$ cat config.mk
export PLATFORM = sky130hd
export DESIGN_NAME = seq_divider
export DESIGN_NICKNAME = d
export VERILOG_FILES = /design/src/rtl/seq_divider.sv
export SDC_FILE = /design/constraint.sdc
export NUM_CORES = 1
export LEC_CHECK = 0
export ABC_AREA = 1
export BUFFER_PORTS_ARGS = -buffer_cell sky130_fd_sc_hd__clkbuf_2
export CORE_ASPECT_RATIO = 1.5
export CORE_MARGIN = 8
export CORE_UTILIZATION = 54
export DETAILED_ROUTE_END_ITERATION = 10
export PLACE_DENSITY = 0.77
export SYNTH_ARGS = -nofsm -noshare
export SYNTH_HDL_FRONTEND = slang
export SYNTH_SLANG_ARGS = --single-unit
export TNS_END_PERCENT = 100
$ cat constraint.sdc
create_clock -name clk -period 2.1 [get_ports clk]
set_clock_uncertainty 0.15 [all_clocks]
set_input_delay 0.105 -clock clk [delete_from_list [all_inputs] [get_ports clk]]
set_output_delay 0.105 -clock clk [all_outputs]
set_load 0.01 [all_outputs]
$ cat src/rtl/seq_divider.sv
// Sequential restoring divider: one quotient bit per clock, start/busy/done handshake.
// Define DIV_SIGNED_EN for a two's-complement build; otherwise operands are unsigned.
module seq_divider #(
   parameter int unsigned WIDTH = 4
) (
   input  logic             clk,
   input  logic             rst,
   input  logic             start_i,
   input  logic [WIDTH-1:0] dividend_i,
   input  logic [WIDTH-1:0] divisor_i,
   output logic [WIDTH-1:0] quotient_o,
   output logic [WIDTH-1:0] remainder_o,
   output logic             busy_o,
   output logic             done_o,
   output logic             div_by_zero_o,
   output logic             overflow_o
);

`ifdef DIV_SIGNED_EN
   localparam bit SignedEn = 1'b1;
`else
   localparam bit SignedEn = 1'b0;
`endif

   localparam int unsigned CntW = $clog2(WIDTH);
   localparam logic [WIDTH-1:0] MinVal = {1'b1, {(WIDTH-1){1'b0}}};

   typedef enum logic [1:0] {StIdle, StRun, StFix} state_e;

   state_e            state_q, state_d;
   logic [CntW-1:0]   cnt_q, cnt_d;
   logic [WIDTH:0]    prem_q, prem_d;
   logic [WIDTH-1:0]  dvd_q, dvd_d;
   logic [WIDTH-1:0]  dvs_q, dvs_d;
   logic [WIDTH-1:0]  raw_q, raw_d;
   logic              sa_q, sa_d, sb_q, sb_d;
   logic [WIDTH-1:0]  quot_q, quot_d, rem_q, rem_d;
   logic              busy_q, busy_d, done_q, done_d, dbz_q, dbz_d, ovf_q, ovf_d;

   logic [WIDTH+1:0]  shifted;
   logic [WIDTH:0]    diff;
   logic              ge;

   always_comb begin
      state_d = state_q;
      cnt_d   = cnt_q;
      prem_d  = prem_q;
      dvd_d   = dvd_q;
      dvs_d   = dvs_q;
      raw_d   = raw_q;
      sa_d    = sa_q;
      sb_d    = sb_q;
      quot_d  = quot_q;
      rem_d   = rem_q;
      busy_d  = busy_q;
      done_d  = 1'b0;
      dbz_d   = dbz_q;
      ovf_d   = ovf_q;

      shifted = {prem_q, dvd_q[WIDTH-1]};
      ge      = shifted >= {2'b00, dvs_q};
      diff    = shifted[WIDTH:0] - {1'b0, dvs_q};

      unique case (state_q)
         StIdle: begin
            if (start_i) begin
               sa_d    = SignedEn & dividend_i[WIDTH-1];
               sb_d    = SignedEn & divisor_i[WIDTH-1];
               raw_d   = dividend_i;
               dvd_d   = sa_d ? -dividend_i : dividend_i;
               dvs_d   = sb_d ? -divisor_i : divisor_i;
               prem_d  = '0;
               cnt_d   = '0;
               busy_d  = 1'b1;
               state_d = StRun;
            end
         end
         StRun: begin
            prem_d = ge ? diff : shifted[WIDTH:0];
            dvd_d  = {dvd_q[WIDTH-2:0], ge};
            cnt_d  = cnt_q + CntW'(1);
            if (cnt_q == CntW'(WIDTH - 1)) begin
               state_d = StFix;
            end
         end
         StFix: begin
            dbz_d = 1'b0;
            ovf_d = 1'b0;
            if (dvs_q == '0) begin
               quot_d = '1;
               rem_d  = raw_q;
               dbz_d  = 1'b1;
            end else if (SignedEn && sa_q && sb_q && dvs_q == WIDTH'(1) && raw_q == MinVal) begin
               // Magnitude 2^(WIDTH-1) does not fit as a positive result; report MIN.
               quot_d = MinVal;
               rem_d  = '0;
               ovf_d  = 1'b1;
            end else begin
               quot_d = (sa_q ^ sb_q) ? -dvd_q : dvd_q;
               rem_d  = sa_q ? -prem_q[WIDTH-1:0] : prem_q[WIDTH-1:0];
            end
            busy_d  = 1'b0;
            done_d  = 1'b1;
            state_d = StIdle;
         end
         default: state_d = StIdle;
      endcase
   end

   always_ff @(posedge clk) begin
      if (rst) begin
         state_q <= StIdle;
         cnt_q   <= '0;
         prem_q  <= '0;
         dvd_q   <= '0;
         dvs_q   <= '0;
         raw_q   <= '0;
         sa_q    <= 1'b0;
         sb_q    <= 1'b0;
         quot_q  <= '0;
         rem_q   <= '0;
         busy_q  <= 1'b0;
         done_q  <= 1'b0;
         dbz_q   <= 1'b0;
         ovf_q   <= 1'b0;
      end else begin
         state_q <= state_d;
         cnt_q   <= cnt_d;
         prem_q  <= prem_d;
         dvd_q   <= dvd_d;
         dvs_q   <= dvs_d;
         raw_q   <= raw_d;
         sa_q    <= sa_d;
         sb_q    <= sb_d;
         quot_q  <= quot_d;
         rem_q   <= rem_d;
         busy_q  <= busy_d;
         done_q  <= done_d;
         dbz_q   <= dbz_d;
         ovf_q   <= ovf_d;
      end
   end

   assign quotient_o    = quot_q;
   assign remainder_o   = rem_q;
   assign busy_o        = busy_q;
   assign done_o        = done_q;
   assign div_by_zero_o = dbz_q;
   assign overflow_o    = ovf_q;

endmodule

## After elaboration in Yosys (flattened, before gate mapping)

Index checks and enable logic that the tools add are counted.

- Logic and storage cells: 43
- Input port bits: 11
- Output and inout bits: 12
- Bits in registers: 32

- Eq/ne operators: 5
- Muxes and demuxes: 16
- Add/subtract/negate cells: 2
- Reductions and logical operators: 8
- Magnitude comparators: 1

Operators by type and width:

| cell | count |
|---|---|
| 4-bit 2-to-1 mux | 3 |
| 5-bit 2-to-1 mux | 2 |
| 5-bit one-hot mux with 2 select lines | 1 |
| 2-bit one-hot mux with 2 select lines | 2 |
| 4-bit one-hot mux with 2 select lines | 1 |
| 2-bit AND reduction | 4 |
| 6-bit by 4-bit >= comparator with 1-bit output | 1 |
| 2-bit 2-to-1 mux | 3 |
| 5-bit by 4-bit subtractor with 5-bit output | 1 |
| 2-bit == test (second input constant) | 2 |
| 4-bit logical NOT | 1 |
| 2-bit inequality test (second input constant) | 2 |
| 2-bit nonzero test | 2 |
| 1-bit 2-to-1 mux | 3 |
| 2-bit by 1-bit adder with 2-bit output (second input constant) | 1 |
| 2-bit by 1-bit == test with 1-bit output (second input constant) | 1 |
| 2-bit logical NOT | 1 |
| 1-bit one-hot mux with 2 select lines | 1 |

## Longest topological paths before layout

- Word-level depth: 3
- Gate-level depth with buffers: 10
- Gate-level depth less buffers: 10

## Worst setup path before layout

OpenSTA, ideal clock, no wires.

- Path kind: reg-to-reg
- From: reg dvd_q[3]
- To: reg prem_q[3]
- Required time: 1.818 ns
- Stages on the path, launching flop included: 10
- Slack: 0.368 ns
- Library setup time: 0.132 ns
- Arrival time: 1.449 ns
- Cell sequence: dfxtp_1 inv_1 ha_1 fa_1 nor2_1 nor2_2 nand2_4 nand3_1 nand2_1 a21oi_1

- Word-level cells in the longest chain between the ends: 3
- Elaborated cells between the ends (all ways): 4
- Those cells by class: 1 x add/sub; 1 x order compare; 2 x mux

Ends and longest elaborated chain:

| what | line | source |
|---|---|---|
| start, declared | 33 | `logic [WIDTH-1:0] dvd_q, dvd_d;` |
| start signal, assigned | 130 | `dvd_q <= dvd_d;` |
| 5-bit by 4-bit subtractor with 5-bit output / 6-bit by 4-bit >= comparator with 1-bit output (equally long branches) | 62, 61 |  |
| 5-bit 2-to-1 mux (*) | 79 | `prem_d = ge ? diff : shifted[WIDTH:0];` |
| 5-bit one-hot mux with 2 select lines (*) | 64 | `unique case (state_q)` |
| end signal, assigned | 129 | `prem_q <= prem_d;` |
| end, declared | 32 | `logic [WIDTH:0] prem_q, prem_d;` |

Mark *: on every way between the ends. The rest lies on a longest branch, timed or not.
A chain may end at the register's enable or synchronous reset.

## Final worst setup path

Ends and elaborated chain as after synthesis.

==> run metrics <==
status complete, no violations; maximum number of pins on one net before global-route repair 21; period utilization 0.885; #FFs+latches synth 32; Initial Util 0.550; routed wire length approximately 3300 µm; fmax 0.538 GHz; most frequent cells in the layout nand2_1, dfxtp_1, nand3_1, clkbuf_2, inv_1; CP cell instances inv_1 -> ha_1 -> fa_1 -> nor2_1 -> nor2_2 -> nand2_4 -> nand3_1 -> nand2_1 -> a21oi_1; clk sinks 32; syn avg cell area about 7.6 µm²; Slowest-stage cell, CP fa_1; crit path to prem_q[3]$_SDFFE_PP0P_; initial antenna violation count 0; post-route antenna net violation count 0; post-layout min period 1.86 ns; Ant. Diodes 0; WHS 0.106 ns; Detail Placement HPWL 2460 µm; Max Buffers Root-to-Sink 2; Net Count, Synth 207; Yosys cell types 24; crit path launch dvd_q[3]$_SDFFE_PP0P_; vias per cell 5.15; met2 wire length 1720 µm; RR Endpoint prem_q[3]$_SDFFE_PP0P_; Final Slew Violations 0; global-route wire length before repair approximately 5600 µm; RR Startpoint dvd_q[3]$_SDFFE_PP0P_; Die ar. 4610 µm²; Worst IR Drop VDD 0.000686 V; worst hold path class in2reg; sequential share of the synthesized area 0.444; post-DR wirelength/cell 12.7 µm; power per standard cell area 856 nW/µm²; area grow syn2layout 19.6%; slack of the critical path between 0.2 and 0.25 ns; insertion delay to the later sink of the worst-skew pair 0.28 ns; worst r2r path cells 9; num rows 23; post-CTS sizing 0; CP Max Fanout 6; fin nets 238; DR WL met3 169 µm; startpoint types register; # port buffers 21; most common cell after layout, fill and taps aside nand2_1; Root Driver clkbuf_8; crit end category register; Ys Warns 0; Req. time, crit path approximately 2.1 ns; CTS Buf Count 5; Synth area leaders dfxtp_1, nand2_1, nand3_1, a21oi_1, inv_1; unrepaired setup endpoints after global routing false; cell area after layout around 1700 µm²; dpl cell area 1570 µm²; DRT iter0 DRCs 29; cells after synthesis 190; Arr. time, crit path 1.86 ns; CP top delay family adder cells; Chip Height 79.3 µm; Cell Area, Synth roughly 1400 µm²; Vias 1328; final setup vio count 0; M1 WL about 1300 µm; TritonCTS clock tree yes; Synth area leader dfxtp_1; final setup TNS 0 ns; Synth top area share 0.444; Total GRT Usage 0.155; Worst path max stage delay 0.40 ns; flop2flop setup slack 0.24 ns; pre-CTS WS 0.235 ns; H-tree depth 2; Max Cap Viol 0; routability congestion estimate 0.881; GRT overflow 0; Final Hold Vio Count 0; Ports 23; DRC Markers 0; Lkg Pwr just under 0.8 nW; Max Used Layer met4; Worst-path clk slew 0.06 ns; First-pass DRT Iterations 4; core area 2620 µm²; Worst path depth 9; die width 58.2 µm; vias in the first global route ~1300; critical path type reg2reg; share of cells above drive strength 1 0.167; Buf+Inv Stages, Crit Path 1
[worst min-delay path, stage by stage]
cell	delay [ns]
clkbuf_2	0.08
nand2_1	0.09
nor2_4	0.07
nand2_1	0.07
a21oi_1	0.06
[final cells by class]
cell class / count / area, µm²
Multi-Input combinational cell: 132 / 684
Inverter: 18 / 67.6
Timing Repair Buffer: 32 / 208
Clock buffer: 6 / 72.6
Fill cell: 232 / 895
Sequential cell: 32 / 641
Clock inverter: 1 / 5.00
Tap cell: 37 / 46.3
[power by group]
part,internal [mW],switching (mW)
logic,0.142,0.223
clock network,0.225,0.209
registers,0.645,0.0328
total,1.01,0.464
[synthesized netlist by cell type (all sizes together)]
cell    number
a21oi       17
a31oi        4
buf          6
clkbuf       2
conb         1
dfxtp       32
fa           1
ha           5
inv         18
nand2       45
nand3       22
nand3b       2
nor2        18
nor3         1
o211ai       1
o21ai       13
or2          1
xor2         1
[metrics by stage]
step / power (mW) / util / instances
after detailed placement: 1.04 / 0.598 / 243
after CTS: 1.48 / 0.658 / 258
after floorplan: 0.965 / - / 190
after global routing: 1.56 / 0.658 / 258
after global placement: 1.04 / 0.598 / 243
final: 1.48 / 0.658 / 258
[worst min-delay path by stage]
stage,cells past startpoint,start,slack [ns],endpoint
final,5,start_i,0.11,raw_q[0]$_SDFFE_PP0P_
after global placement,3,divisor_i[0],0.18,dvs_q[0]$_SDFFE_PP0P_
after detailed placement,3,divisor_i[0],0.22,dvs_q[0]$_SDFFE_PP0P_
after global routing,2,rst,0.12,prem_q[2]$_SDFFE_PP0P_
after CTS,2,rst,0.11,prem_q[2]$_SDFFE_PP0P_
after floorplan,2,divisor_i[0],0.09,dvs_q[0]$_SDFFE_PP0P_
[sequential cells by signal (all words and copies together), names as in the netlist, 2 cells and up]
name         cells
state_q          2
dvd_q            4
dvs_q            4
quotient_o       4
remainder_o      4
cnt_q            2
raw_q            4
prem_q           5
[cell families (layout without fill, tap and decap cells)]
group,after synthesis,count (layout),synth area share
compound gates,35,35,0.129
xor+xnor,1,1,0.00608
fa+ha+maj,6,6,0.0573
buf+inv,26,57,0.0807
flops,32,32,0.444
other cells,1,1,0.00260
simple gates,89,89,0.280
[layer usage]
layer / vias to the layer above / GRT usage
met3: 8 / 0.0404
li1: 675 / -
met2: 38 / 0.270
met1: 607 / 0.159
met4: 0 / 0.101
met5: - / 0
[what timing repair did]
action                                 4_1_cts  5_1_grt
hold buffers                                 8        0
endpoints found under the hold margin       12        0
buffers inserted                             0        0
(Power assumes the default switching activity.)
